### config.mk
export PLATFORM = sky130hd
export DESIGN_NAME = pci_initiator
export DESIGN_NICKNAME = d
export VERILOG_FILES = /design/src/rtl/pci_initiator.sv
export SDC_FILE = /design/constraint.sdc
export NUM_CORES = 1
export LEC_CHECK = 0
export ABC_AREA = 1
export ABC_CLOCK_PERIOD_IN_PS = 1400
export CORE_UTILIZATION = 36
export CTS_CLUSTER_SIZE = 16
export DETAILED_ROUTE_END_ITERATION = 10
export MAX_ROUTING_LAYER = met4
export PLACE_DENSITY = 0.83
export SYNTH_ARGS = -nofsm -noshare
export SYNTH_HDL_FRONTEND = slang
export SYNTH_SLANG_ARGS = --single-unit
### constraint.sdc
create_clock -name clk -period 1.4 [get_ports clk]
set_input_delay 0.21 -clock clk [delete_from_list [all_inputs] [get_ports clk]]
set_output_delay 0.21 -clock clk [all_outputs]
set_load 0.01 [all_outputs]
### src/rtl/pci_initiator.sv
// -----------------------------------------------------------------------------
// pci_initiator
//   Bus-master side of the shared PCI-style bus. Requests the bus on REQ,
//   waits for GNT with FRAME/IRDY idle, runs one address phase and then a
//   burst of 1..MAX_BURST data phases paced by TRDY. Ends with a one-cycle
//   turnaround that pulses done, or abort when no target claimed the cycle
//   within DEVSEL_TIMEOUT data-phase cycles (master abort).
//
// Ports
//   clk, rst_n                 bus clock, synchronous active-low reset
//   start/cmd/addr/len         local command (accepted only while busy=0)
//   wr_data/wr_pop             show-ahead write word and its consume pulse
//   rd_data/rd_valid           captured read word and its valid pulse
//   busy/done/abort            transaction status
//   REQ/GNT                    arbitration handshake (active low)
//   FRAME_in/IRDY_in           sampled bus state (active low)
//   TRDY/DEVSEL                target ready / claim (active low)
//   FRAME_o/IRDY_o/C_BE_o      driven control, enabled by ctl_oe
//   AD_o/AD_oe/AD_i            address/data bus
// -----------------------------------------------------------------------------
module pci_initiator #(
    parameter int MAX_BURST      = 8,
    parameter int DEVSEL_TIMEOUT = 5
) (
    input  logic        clk,
    input  logic        rst_n,
    input  logic        start,
    input  logic [3:0]  cmd,
    input  logic [31:0] addr,
    input  logic [3:0]  len,
    input  logic [31:0] wr_data,
    output logic        wr_pop,
    output logic [31:0] rd_data,
    output logic        rd_valid,
    output logic        busy,
    output logic        done,
    output logic        abort,
    output logic        REQ,
    input  logic        GNT,
    input  logic        FRAME_in,
    input  logic        IRDY_in,
    input  logic        TRDY,
    input  logic        DEVSEL,
    output logic        FRAME_o,
    output logic        IRDY_o,
    output logic        ctl_oe,
    output logic [3:0]  C_BE_o,
    output logic [31:0] AD_o,
    output logic        AD_oe,
    input  logic [31:0] AD_i
);

    localparam int RW = $clog2(MAX_BURST + 1);
    localparam int CW = $clog2(DEVSEL_TIMEOUT + 1);

    typedef enum logic [2:0] {
        S_IDLE,
        S_REQ,
        S_ADDR,
        S_DATA,
        S_TURN
    } state_t;

    state_t        state, state_n;
    logic [3:0]    cmd_q, cmd_n;
    logic [31:0]   addr_q, addr_n;
    logic [RW-1:0] rem_q, rem_n;
    logic [CW-1:0] dcnt_q, dcnt_n;
    logic          mab_q, mab_n;        // in the FRAME-release cycle of a master abort
    logic          aborted_q, aborted_n;
    logic [31:0]   rd_data_q;
    logic          rd_valid_q;

    logic [RW-1:0] eff_len;
    logic          is_write;
    logic          last;
    logic          xfer;

    always_comb begin
        if (len == 4'd0)
            eff_len = RW'(1);
        else if (int'(len) > MAX_BURST)
            eff_len = RW'(MAX_BURST);
        else
            eff_len = RW'(len);
    end

    assign is_write = cmd_q[0];
    assign last     = (rem_q == RW'(1));
    // A data phase completes when the target is both claiming and ready.
    assign xfer     = (state == S_DATA) && !mab_q && !TRDY && !DEVSEL;

    // Next-state and output decode. Outputs are decoded from registered
    // state only, except wr_pop and write-phase AD_o, which follow the
    // show-ahead write word so a zero-wait burst can advance every cycle.
    always_comb begin
        state_n   = state;
        cmd_n     = cmd_q;
        addr_n    = addr_q;
        rem_n     = rem_q;
        dcnt_n    = dcnt_q;
        mab_n     = mab_q;
        aborted_n = aborted_q;

        REQ     = 1'b1;
        FRAME_o = 1'b1;
        IRDY_o  = 1'b1;
        ctl_oe  = 1'b0;
        C_BE_o  = 4'hF;
        AD_o    = '0;
        AD_oe   = 1'b0;
        busy    = 1'b0;
        done    = 1'b0;
        abort   = 1'b0;
        wr_pop  = 1'b0;

        case (state)
            S_IDLE: begin
                if (start) begin
                    cmd_n     = cmd;
                    addr_n    = addr;
                    rem_n     = eff_len;
                    dcnt_n    = '0;
                    mab_n     = 1'b0;
                    aborted_n = 1'b0;
                    state_n   = S_REQ;
                end
            end

            S_REQ: begin
                busy = 1'b1;
                REQ  = 1'b0;
                if (!GNT && FRAME_in && IRDY_in)
                    state_n = S_ADDR;
            end

            S_ADDR: begin
                busy    = 1'b1;
                FRAME_o = 1'b0;
                ctl_oe  = 1'b1;
                C_BE_o  = cmd_q;
                AD_o    = addr_q;
                AD_oe   = 1'b1;
                dcnt_n  = '0;
                state_n = S_DATA;
            end

            S_DATA: begin
                busy    = 1'b1;
                ctl_oe  = 1'b1;
                IRDY_o  = 1'b0;
                C_BE_o  = 4'h0;
                FRAME_o = mab_q || last;
                AD_oe   = is_write;
                AD_o    = is_write ? wr_data : '0;
                wr_pop  = xfer && is_write;
                if (mab_q) begin
                    state_n = S_TURN;
                end else if (xfer) begin
                    rem_n  = rem_q - RW'(1);
                    dcnt_n = '0;
                    if (last)
                        state_n = S_TURN;
                end else if (DEVSEL) begin
                    if (dcnt_q == CW'(DEVSEL_TIMEOUT - 1)) begin
                        aborted_n = 1'b1;
                        // FRAME still asserted: release it for one cycle first.
                        if (last)
                            state_n = S_TURN;
                        else
                            mab_n = 1'b1;
                    end else begin
                        dcnt_n = dcnt_q + CW'(1);
                    end
                end else begin
                    dcnt_n = '0;
                end
            end

            S_TURN: begin
                busy    = 1'b1;
                ctl_oe  = 1'b1;
                done    = !aborted_q;
                abort   = aborted_q;
                mab_n   = 1'b0;
                state_n = S_IDLE;
            end

            default: state_n = S_IDLE;
        endcase
    end

    always_ff @(posedge clk) begin
        if (!rst_n) begin
            state      <= S_IDLE;
            cmd_q      <= '0;
            addr_q     <= '0;
            rem_q      <= '0;
            dcnt_q     <= '0;
            mab_q      <= 1'b0;
            aborted_q  <= 1'b0;
            rd_data_q  <= '0;
            rd_valid_q <= 1'b0;
        end else begin
            state      <= state_n;
            cmd_q      <= cmd_n;
            addr_q     <= addr_n;
            rem_q      <= rem_n;
            dcnt_q     <= dcnt_n;
            mab_q      <= mab_n;
            aborted_q  <= aborted_n;
            rd_valid_q <= xfer && !is_write;
            if (xfer && !is_write)
                rd_data_q <= AD_i;
        end
    end

    assign rd_data  = rd_data_q;
    assign rd_valid = rd_valid_q;

endmodule

; After elaboration in Yosys (flattened, before gate mapping)
; Cells that the tools add are included.
[word_totals]
output_inout_bits = 78
input_bits = 112
register_bits = 81
elab_cells = 99
[classes]
n_lt_le_gt_ge = 1
reduce_logical = 27
add_sub_neg = 2
n_eq_ne = 16
mux = 44
[ops]
columns = op, count
row1 = $pmux 32 s2, 1
row2 = $mux 3, 12
row3 = $mux 32, 1
row4 = $mux 4, 5
row5 = $mux 1, 17
row6 = $pmux 4 s2, 2
row7 = $ne 2x2->1 const B, 6
row8 = $pmux 3 s4, 1
row9 = $reduce_and 4->1, 3
row10 = $pmux 3 s3, 1
row11 = $ne 4x4->1 const B, 2
row12 = $logic_and 1x1->1, 7
row13 = $eq 3x2->1 const B, 2
row14 = $eq 3x3->1 const B, 2
row15 = $logic_not 1->1, 6
row16 = $pmux 1 s2, 3
row17 = $reduce_and 6->1, 1
row18 = $reduce_bool 3->1, 2
row19 = $eq 4x1->1 const B, 1
row20 = $gt 4x4->1 const B, 1
row21 = $logic_not 4->1, 1
row22 = $ne 4x3->1 const B, 1
row23 = $reduce_and 2->1, 2
row24 = $reduce_or 4->1, 1
row25 = 9 further kinds, 9

; Logic depth before layout (Yosys ltp)
; Gate-level depths: netlist of the first run.
[depth]
depth_word = 7
depth_mapped = 10
mapped_depth_nobuf = 10

; Worst setup path before layout of the first run
; Ideal clock, no wire load.
[synth_timing]
kind = register -> output
startpoint = register state[1]
endpoint = output AD_o[15]
arrival_ns = 1.253
setup_slack_ns = -0.063
path_stages_with_launch = 7
cell_sequence = dfxtp_1 buf_4 inv_1 nor2_1 nand2_1 clkbuf_1 o21ai_0
[synth_between]
elab_chain_len = 2
elab_cells_between_ends = 3
cone_classes = eq/ne: 2 / mux: 1
[synth_lines]
columns = item, line_no
row1 = from (decl), 64  ; state_t state, state_n;
row2 = from (signal assigned), 205  ; state <= state_n;
row3 = $eq 3x2->1, 117  ; case (state)
row4 = $pmux 32 s2 (*), 117
row5 = to (decl), 48  ; output logic [31:0] AD_o,
; Every way passes the cells marked *; elsewhere a longest branch is shown, timed or not.

; Worst setup path after layout of the first run
[layout_timing]
startpoint = register state[2]
endpoint = output AD_o[4]
; The elaborated chain is that of the path after synthesis.

==> impl_metrics.tcl, run 1 <==
set metrics [dict create \
    cap_violations 0 \
    clock_latency_ns 0.34 \
    timing.final.crit_period_ns 1.85 \
    hold_start "rst_n" \
    tightest_slew_ns 0.426 \
    yosysUniqueCellTypes 25 \
    start_kind "flip-flop" \
    postPlaceCellArea_mm2 0.00594 \
    vias_per_cell 5.10 \
    powerDensity_mw_per_mm2 1180 \
    num_antenna_cells 0 \
    relSlewSlack 0.716 \
    clock_skew_ns 0.00618 \
    fin_hold_ws_ns 0.308 \
    initial_core_util 0.375 \
    slew_violations 0 \
    grt_pass1_vias 4174 \
    rrSetupSlack_ns -0.34 \
    drt-initial-drc-count 155 \
    fillers 722 \
    crit_type "flip-flop to output port" \
    die-area_mm2 0.0107 \
    overflow 0 \
    ys_ff_latch 81 \
    layout_setup_ws_ns -0.453 \
    wl_per_cell_um 16.4 \
    ir_worst_vdd_uv 625 \
    crit_path_start "state[2]" \
    coreArea_mm2 0.00986 \
    root_buffer "clkbuf_8" \
    crit_arrival_ns 1.64 \
    grt_max_degree 43 \
    io_pins 190 \
    hpwl_mm 8.68 \
    cts-htree-levels 3 \
    max_freq_ghz 0.540 \
    finalSetupViolCount 126 \
    rows 36 \
    drtAntennaViolNets 0 \
    die_h_um 103 \
    clk_path_buf_depth 2 \
    syn_nets 647 \
    rsz0062_at_grt "yes" \
    drc 0 \
    area.growth.synth_to_final_pct 90.7 \
    whs_endpoint "addr_q[23]" \
    hold_path_depth 4 \
    finish.instance_area_mm2 0.00704 \
    vias 4592 \
    syn_area_mm2 0.00369 \
    clk_pin_slew_ns 0.08 \
    yosysWarnings 0 \
    reg2reg_from "state[2]" \
    hold_path_class "primary input to flip-flop" \
    grt.total_usage 0.244 \
    outcome "finished with violations" \
    gp_congestion 0.991 \
    cts_inserted_buffers 9 \
    endpoint_kind "output port" \
    grt_first_pass_wirelength_mm 19.7 \
    p_leak_nw 3.07 \
    drive_above_1_share 0.335 \
    hold_viol 0 \
    fin_crit_sh 1.32 \
    io_buffer_count 189 \
    fin_nets 879 \
    drt-total-wl_mm 14.8 \
    antenna_found_initial 0 \
    worstReg2RegEnd "rd_data[8]" \
    synthCells 531 \
    worstPathRequired_ns 1.19 \
    seq_area_frac_synth 0.439 \
    avgSynthCellArea_um2 6.96 \
    die_x_um 103 \
    violations "setup timing" \
    cp_max_fo 8 \
    cts_tree "built" \
    firstDrtPassIters 5 \
    numClockSinks 81 \
    r2r_cells 12 \
]
## stage by stage
step,setup TNS [ns],total power [W],worst slack [ns],util,instances
final,-33.45,0.00834,-0.453,0.714,900
after CTS,-23.22,0.00739,-0.368,0.643,885
after global routing,-43.31,0.00876,-0.532,0.714,900
after global placement,-26.77,0.00510,-0.437,0.602,857
after detailed placement,-30.10,0.00519,-0.482,0.602,857
after floorplan,-0.563,0.00394,-0.0196,-,531
## sequential cells by signal (all words and copies together) (netlist names)
register,flops
rem_q,4
rd_data,32
rd_valid,1
state,3
mab_q,1
aborted_q,1
dcnt_q,3
cmd_q,4
addr_q,32
## cells in the mapped netlist
master / count / area, µm²
o22ai_1: 1 / 6.26
nand3_2: 1 / 10.0
clkbuf_1: 16 / 60.1
inv_2: 3 / 11.3
or2_2: 1 / 6.26
nand2_2: 2 / 12.5
nand4_1: 3 / 18.8
nor2_4: 2 / 22.5
a31oi_1: 1 / 6.26
nor2_2: 1 / 6.26
ha_1: 4 / 50.1
nand2_1: 44 / 165
buf_1: 5 / 18.8
a21oi_1: 46 / 230
o21ai_0: 86 / 430
buf_2: 6 / 30.0
inv_1: 60 / 225
dfxtp_1: 81 / 1620
nor3_1: 1 / 5.00
o21ai_1: 23 / 115
buf_4: 5 / 37.5
buf_6: 3 / 33.8
nor2_1: 89 / 334
nand3b_1: 1 / 7.51
nand3_1: 46 / 230
## worst max-delay path, cell delays in order (launching register included)
cell and delay (ns):
dfxtp_2 0.35, inv_2 0.07, nand2_4 0.06, nor2_4 0.10, buf_6 0.12, buf_12 0.12, buf_16 0.13, nand3_1 0.08
o21ai_1 0.12, buf_2 0.16
## cells in the final DEF (no fill, tap or decap), types with 2 or more instances in the layout
cell type	Yosys	final
nand2_4	0	5
buf_2	6	38
buf_4	5	31
a21oi_4	0	5
o21ai_0	86	14
nor2_2	1	15
nand4_1	3	3
a21oi_1	46	5
nand3_2	1	13
clkdlybuf4s50_1	0	110
inv_1	60	57
clkbuf_8	0	11
buf_6	3	18
dfxtp_2	0	3
buf_16	0	4
dlygate4sd2_1	0	34
bufinv_16	0	2
nor2_4	2	8
clkbuf_16	0	7
ha_1	4	3
inv_2	3	5
nand3_1	46	28
a21oi_2	0	36
clkdlybuf4s15_2	0	2
nor2_1	89	69
nand2_2	2	7
nand2_1	44	34
o21ai_2	0	21
dfxtp_1	81	77
nand3_4	0	6
buf_8	0	4
o21ai_1	23	73
buf_12	0	8
## final cells by class
cell class	count	area [µm²]	share of cell area
multi-input combinational	352	2230	0.317
clock inverter	4	76.3	0.0108
inverter	63	239	0.0339
sequential	81	1630	0.231
timing repair buffer	256	2550	0.362
tap	133	166	0.0236
clock buffer	11	151	0.0215
## layer usage
metal | track usage | wire [µm] | up-vias
met5 | - | 0 | -
met4 | 0.0932 | 348 | 0
met3 | 0.0531 | 1100 | 38
met2 | 0.426 | 7620 | 179
met1 | 0.273 | 5720 | 2172
li1 | - | - | 2203
## kinds of logic (layout without fill, tap and decap cells)
group,Yosys count,after routing,synth area share
compound gates,157,157,0.213
fa+ha+maj,4,4,0.0135
buf+inv,98,334,0.113
flops,81,81,0.439
simple gates,191,191,0.221
## report_power, final
group          switching [W]  total [W]  internal, W
Sequential          0.000126    0.00272      0.00260
Clock               0.000845    0.00194      0.00110
Combinational        0.00191    0.00367      0.00176
## worst max-delay path by stage
stage | end | cells after the start
global route | AD_o[4] | 9
floorplan | AD_o[0] | 6
detailed placement | wr_pop | 7
finish | AD_o[4] | 9
global placement | wr_pop | 7
CTS | AD_o[27] | 9
## what timing repair did
action	4_1_cts	5_1_grt
gates resized for setup	279	158
hold buffers	0	0
gates cloned	6	8
endpoints found under the setup margin	123	125
buffers inserted	10	10
pin swaps	7	49
(Power assumes the default switching activity.)
==> inputs of run 2 (changes only) <==
--- a/config.mk
+++ b/config.mk
@@ -5,13 +5,12 @@
 export SDC_FILE = /design/constraint.sdc
 export NUM_CORES = 1
 export LEC_CHECK = 0
-export ABC_AREA = 1
 export ABC_CLOCK_PERIOD_IN_PS = 1400
 export CORE_UTILIZATION = 36
 export CTS_CLUSTER_SIZE = 16
 export DETAILED_ROUTE_END_ITERATION = 10
 export MAX_ROUTING_LAYER = met4
-export PLACE_DENSITY = 0.83
+export PLACE_DENSITY = 0.82
 export SYNTH_ARGS = -nofsm -noshare
 export SYNTH_HDL_FRONTEND = slang
 export SYNTH_SLANG_ARGS = --single-unit
==> run 2 against run 1 <==
  * The flow still finishes with violations (setup timing)
  * Critical path type unchanged
  * Hold slack worse by 0.083 ns
  * Maximum frequency fell by 2.3%
  * Routed wire length increased by 0.45%
  * Synthesized cell count down 21%
  * Sequential power fell by 6%
  * First-iteration DRC count rose by 2.6%
  * Clock skew rose by 0.0069 ns
  * Combinational power decreased by 34%
  * Non-clock buffer count grew 15
  * Count of clock-buffer cells in the layout fell by 1
  * Cell area rose by 1.7%
  * Largest cell class unchanged
  * Sequential share of layout area shrank 0.41 points
==> impl_metrics.tcl, run 2 <==
set metrics [dict create \
    endpoint_kind "output port" \
    io_buffer_count 189 \
    rrSetupSlack_ns -0.43 \
    synth_common_cells "83 x nand2_1, 81 x dfxtp_1, 36 x nor2b_1, 33 x mux2i_1, 31 x a22o_1" \
    syn_nets 535 \
    finalSetupViolCount 126 \
    drt-total-wl_mm 14.9 \
    clock_skew_ns 0.0130 \
    hpwl_mm 7.98 \
    grt.total_usage 0.241 \
    timing.final.crit_period_ns 1.90 \
    yosysWarnings 0 \
    drive_above_1_share 0.373 \
    cap_violations 0 \
    dp.cells 744 \
    drt-initial-drc-count 159 \
    synthCells 419 \
    drc 0 \
    violations "setup timing" \
    ir_worst_vdd_uv 607 \
    finalNonFillerCells 808 \
    whs_endpoint "state[0]" \
    relSlewSlack 0.751 \
    synth_top_area_share 0.431 \
    num_antenna_cells 0 \
    slew_violations 0 \
    clock_latency_ns 0.35 \
    outcome "finished with violations" \
    die-area_mm2 0.0109 \
    synth-edff-count 0 \
    hold_viol 0 \
    ys_ff_latch 81 \
    gp_congestion 0.925 \
    drtAntennaViolNets 0 \
    grt_first_pass_wirelength_mm 20.4 \
    final_util 0.720 \
    seq_area_frac_synth 0.431 \
    vias 4182 \
    worstPathRequired_ns 1.19 \
    grt_pass1_vias 4053 \
    overflow 0 \
    fin_nets 786 \
    clk_path_buf_depth 2 \
    synth.area.top_cells "dfxtp_1 43%, mux2i_1 8.8%, nand2_1 8.3%, a22o_1 7.2%, nor2b_1 6.0%" \
    initial_core_util 0.378 \
    avgSynthCellArea_um2 8.99 \
    synth_ff_type "dfxtp_1" \
    syn_area_mm2 0.00377 \
    ys_async_sr_fraction 0 \
    firstDrtPassIters 5 \
    reg2reg_from "state[2]" \
    fin_hold_ws_ns 0.224 \
    powerDensity_mw_per_mm2 952 \
    clk_pin_slew_ns 0.09 \
    tightest_slew_ns 0.373 \
    coreArea_mm2 0.00995 \
    vias_per_cell 5.18 \
    die_h_um 104 \
    die_x_um 104 \
    hold_path_class "primary input to flip-flop" \
    mostFrequentLayoutCell "clkdlybuf4s50_1" \
    cp_max_fo 15 \
    cts-htree-levels 3 \
    r2r_cells 9 \
    p_leak_nw 3.02 \
    start_kind "flip-flop" \
    cts_tree "built" \
    hold_path_depth 3 \
    p_total_w 0.00682 \
    place_ws_ns -0.586 \
    crit_type "flip-flop to output port" \
    fin_crit_sh 1.35 \
    cts_inserted_buffers 9 \
    hold_start "rst_n" \
    grt_max_degree 49 \
    layout_setup_ws_ns -0.496 \
    worstReg2RegEnd "rd_data[14]" \
    crit_arrival_ns 1.69 \
    max_freq_ghz 0.527 \
    yosys.area.top_type "dfxtp_1" \
    final_cell_mix "110 x clkdlybuf4s50_1, 76 x dfxtp_1, 42 x buf_2" \
    area.growth.synth_to_final_pct 90.2 \
    rsz0062_at_grt "yes" \
    wl_per_cell_um 18.4 \
    yosysUniqueCellTypes 42 \
    antenna_found_initial 0 \
    io_pins 190 \
    numClockSinks 81 \
    rows 36 \
    root_buffer "clkbuf_8" \
    yosysMostFrequentCell "nand2_1" \
]
==> run 2: changes by cell type after synthesis, moves of 36 or more <==
cell	previous run	this run
nand2_1	44	83
nor2b_1	0	36
a21oi_1	46	7
nand3_1	46	3
nor2_1	89	12
inv_1	60	8
o21ai_0	86	11
==> run 2: worst max-delay path by stage <==
stage / startpoint / endpoint / slack, ns
detailed placement: DEVSEL / rd_data[12] / -0.59
global placement: TRDY / rd_data[18] / -0.53
finish: state[2] / AD_o[31] / -0.50
floorplan: state[2] / rd_data[10] / -0.21
global route: state[2] / AD_o[31] / -0.53
CTS: state[2] / AD_o[4] / -0.50
==> run 2: through the flow <==
stage	setup TNS (ns)	cell area [µm²]
2_1_floorplan	-11.23	3860
3_3_place_gp	-47.97	6020
3_5_place_dp	-50.93	6020
4_1_cts	-42.03	6630
5_1_grt	-52.41	7160
6_report	-46.57	7160
==> run 2: worst max-delay path, stage by stage (launching register included) <==
cell and delay (ns):
dfxtp_2 0.35, and3b_2 0.29, inv_4 0.05, nor2_4 0.15, buf_8 0.19, a22o_1 0.17
buf_2 0.14
==> run 2: routing by layer <==
layer / vias to the layer above / track usage / share of wire
li1: 1960 / - / -
met1: 1992 / 0.278 / 0.42
met2: 194 / 0.413 / 0.50
met3: 36 / 0.0420 / 0.059
met4: 0 / 0.0949 / 0.022
met5: - / - / 0
==> run 2: kinds of logic after synthesis <==
group | share of synthesized area
simple gates | 0.210
compound gates | 0.204
flops | 0.431
buf+inv | 0.0495
mux | 0.0907
fa+ha+maj | 0.0133
xor+xnor | 0.00233
==> run 2: cell type report <==
class	instances	area, µm²
well taps	133	166
fillers	703	2790
multi-input cells	298	2440
inverters	9	36.3
clock buffers	10	138
repair buffers	271	2680
flip-flops and latches	81	1630
clock inverters	6	73.8
==> run 2: report_power, final <==
group / leakage (nW) / internal (W) / total [W] / switching (W)
registers: 0.660 / 0.00245 / 0.00257 / 0.000117
clock network: 0.101 / 0.000895 / 0.00182 / 0.000929
logic: 2.25 / 0.00137 / 0.00243 / 0.00106
==> run 2: timing repair <==
item                       4_1_cts  5_1_grt
gates resized for setup        280      123
setup endpoints to repair      158      126
hold buffers                     0        0
buffers inserted                23       15
pin swaps                       27       51
gates cloned                     9       11
==> inputs of run 3 (changes only) <==
==> constraint.sdc (replaced) <==
create_clock -name clk -period 1.4 [get_ports clk]
set_input_delay 0.28 -clock clk [delete_from_list [all_inputs] [get_ports clk]]
set_output_delay 0.28 -clock clk [all_outputs]
set_load 0.01 [all_outputs]
==> run 3 against run 2 <==
  * The run still ends with setup timing left
  * Power is 4.9% higher
  * Clock power grew 14%
  * Utilization increased by 1.3 points
  * Count of clock-buffer cells in the layout increased by 1
  * Non-clock buffer count down 6
  * Critical path depth unchanged
  * Highest routed layer unchanged
  * Largest power group unchanged
  * Setup slack lost 0.11 ns
  * Register-to-register slack worse by 0.09 ns
==> impl_metrics.tcl, run 3 (synthesis gave the netlist of run 2 again) <==
set metrics [dict create \
    vias 4255 \
    worstPathRequired_ns 1.12 \
    powerDensity_mw_per_mm2 981 \
    overflow 0 \
    die_h_um 104 \
    fin_nets 781 \
    met2_length_mm 8.04 \
    numClockSinks 81 \
    top_layer "met4" \
    clock_latency_ns 0.37 \
    wl_met1_mm 6.25 \
    finalNonFillerCells 803 \
    p_leak_nw 3.08 \
    clk_pin_slew_ns 0.09 \
    reg2reg_from "state[2]" \
    root_buffer "clkbuf_8" \
    grt_first_pass_wirelength_mm 21.8 \
    cts_tree "built" \
    die-area_mm2 0.0109 \
    r2r_cells 8 \
    io_pins 190 \
    fillers 701 \
    vias_per_cell 5.30 \
    coreArea_mm2 0.00995 \
    initial_core_util 0.378 \
    wl_per_cell_um 19.5 \
    final_cell_mix "110 x clkdlybuf4s50_1, 76 x dfxtp_1, 44 x nand2_1" \
    worstReg2RegEnd "rd_data[16]" \
    cp_max_fo 8 \
    start_kind "flip-flop" \
    antenna_found_initial 0 \
    rows 36 \
    grt_max_degree 48 \
    fin_crit_sh 1.43 \
    gp_congestion 0.861 \
    drtAntennaViolNets 0 \
    hold_path_depth 2 \
    hold_start "rst_n" \
    drc 0 \
    hpwl_mm 8.07 \
    mostFrequentLayoutCell "clkdlybuf4s50_1" \
    timing.final.crit_period_ns 2.01 \
    cts_inserted_buffers 9 \
    area.growth.synth_to_final_pct 93.7 \
    final_util 0.733 \
    place_ws_ns -0.730 \
    finalSetupViolCount 126 \
    hold_viol 0 \
    layout_setup_ws_ns -0.608 \
    rrSetupSlack_ns -0.52 \
    io_buffer_count 189 \
    crit_arrival_ns 1.73 \
    crit_type "flip-flop to output port" \
    tightest_slew_ns 0.391 \
    max_freq_ghz 0.498 \
    grt_pass1_vias 4238 \
    violations "setup timing" \
    rsz0062_at_grt "yes" \
    cts-htree-levels 3 \
    num_antenna_cells 0 \
    outcome "finished with violations" \
    die_x_um 104 \
    endpoint_kind "output port" \
    postPlaceCellArea_mm2 0.00601 \
    drt-total-wl_mm 15.7 \
    clk_path_buf_depth 2 \
    whs_endpoint "rem_q[1]" \
    relSlewSlack 0.738 \
    ir_worst_vdd_uv 654 \
    drt-initial-drc-count 211 \
    slew_violations 0 \
    firstDrtPassIters 5 \
    tns_ns -53.05 \
    dp.cells 742 \
    met3_length_mm 1.06 \
    cap_violations 0 \
    clock_skew_ns 0.0138 \
    drive_above_1_share 0.367 \
    grt.total_usage 0.262 \
    finish.instance_area_mm2 0.00729 \
    hold_path_class "primary input to flip-flop" \
]
[run 3: cell types whose count changed in the layout (fill, tap and decap cells not counted), sizes merged]
| cell | delta |
|---|---|
| buf | -7 |
| bufbuf | +2 |
| clkinvlp | -2 |
| bufinv | +1 |
| clkbuf | -1 |
| clkinv | +1 |
| dlygate4sd2 | +1 |
| inv | -1 |
| or4b | +1 |
[run 3: metal layers]
layer / track usage / vias up
met2: 0.451 / 214
met3: 0.0470 / 40
li1: - / 1951
met1: 0.303 / 2050
met5: - / -
met4: 0.0990 / 0
[run 3: layout make-up]
type / instances / area, µm² / area share
clock buffers: 11 / 151 / 0.0208
clock inverters: 5 / 86.3 / 0.0118
inverters: 9 / 36.3 / 0.00497
multi-input cells: 299 / 2520 / 0.345
flip-flops and latches: 81 / 1630 / 0.223
well taps: 133 / 166 / 0.0228
repair buffers: 265 / 2710 / 0.371
[run 3: report_power, final]
part	internal (W)	total (W)	leakage, nW	switching, W
Sequential	0.00245	0.00258	0.660	0.000133
Combinational	0.00138	0.00249	2.29	0.00112
Clock	0.00112	0.00208	0.120	0.000966
[run 3: through the flow]
step	hold WS (ns)	total power (W)
4_1_cts	0.304	0.00667
3_5_place_dp	0.455	0.00410
2_1_floorplan	0.415	0.00332
5_1_grt	0.312	0.00740
6_report	0.322	0.00716
3_3_place_gp	0.450	0.00406
[run 3: worst max-delay path by stage]
stage	start	endpoint	slack [ns]
after detailed placement	TRDY	wr_pop	-0.73
final	state[2]	AD_o[3]	-0.61
after floorplan	state[2]	rd_data[10]	-0.21
after global routing	state[2]	AD_o[8]	-0.64
after CTS	state[2]	AD_o[29]	-0.62
after global placement	TRDY	wr_pop	-0.72
[run 3: repair_timing]
action	CTS	global route
resized for setup	331	95
setup buffers	28	17
hold buffers	0	0
pin swaps	70	50
endpoints found under the setup margin	158	126
gates cloned	13	6
endpoints found under the hold margin	0	0
[run 3: worst max-delay path: stages (launching register included)]
cell       delay, ns
dfxtp_2         0.34
buf_6           0.11
nand2b_4        0.15
nor2_4          0.27
clkbuf_16       0.23
a22o_1          0.14
buf_2           0.13
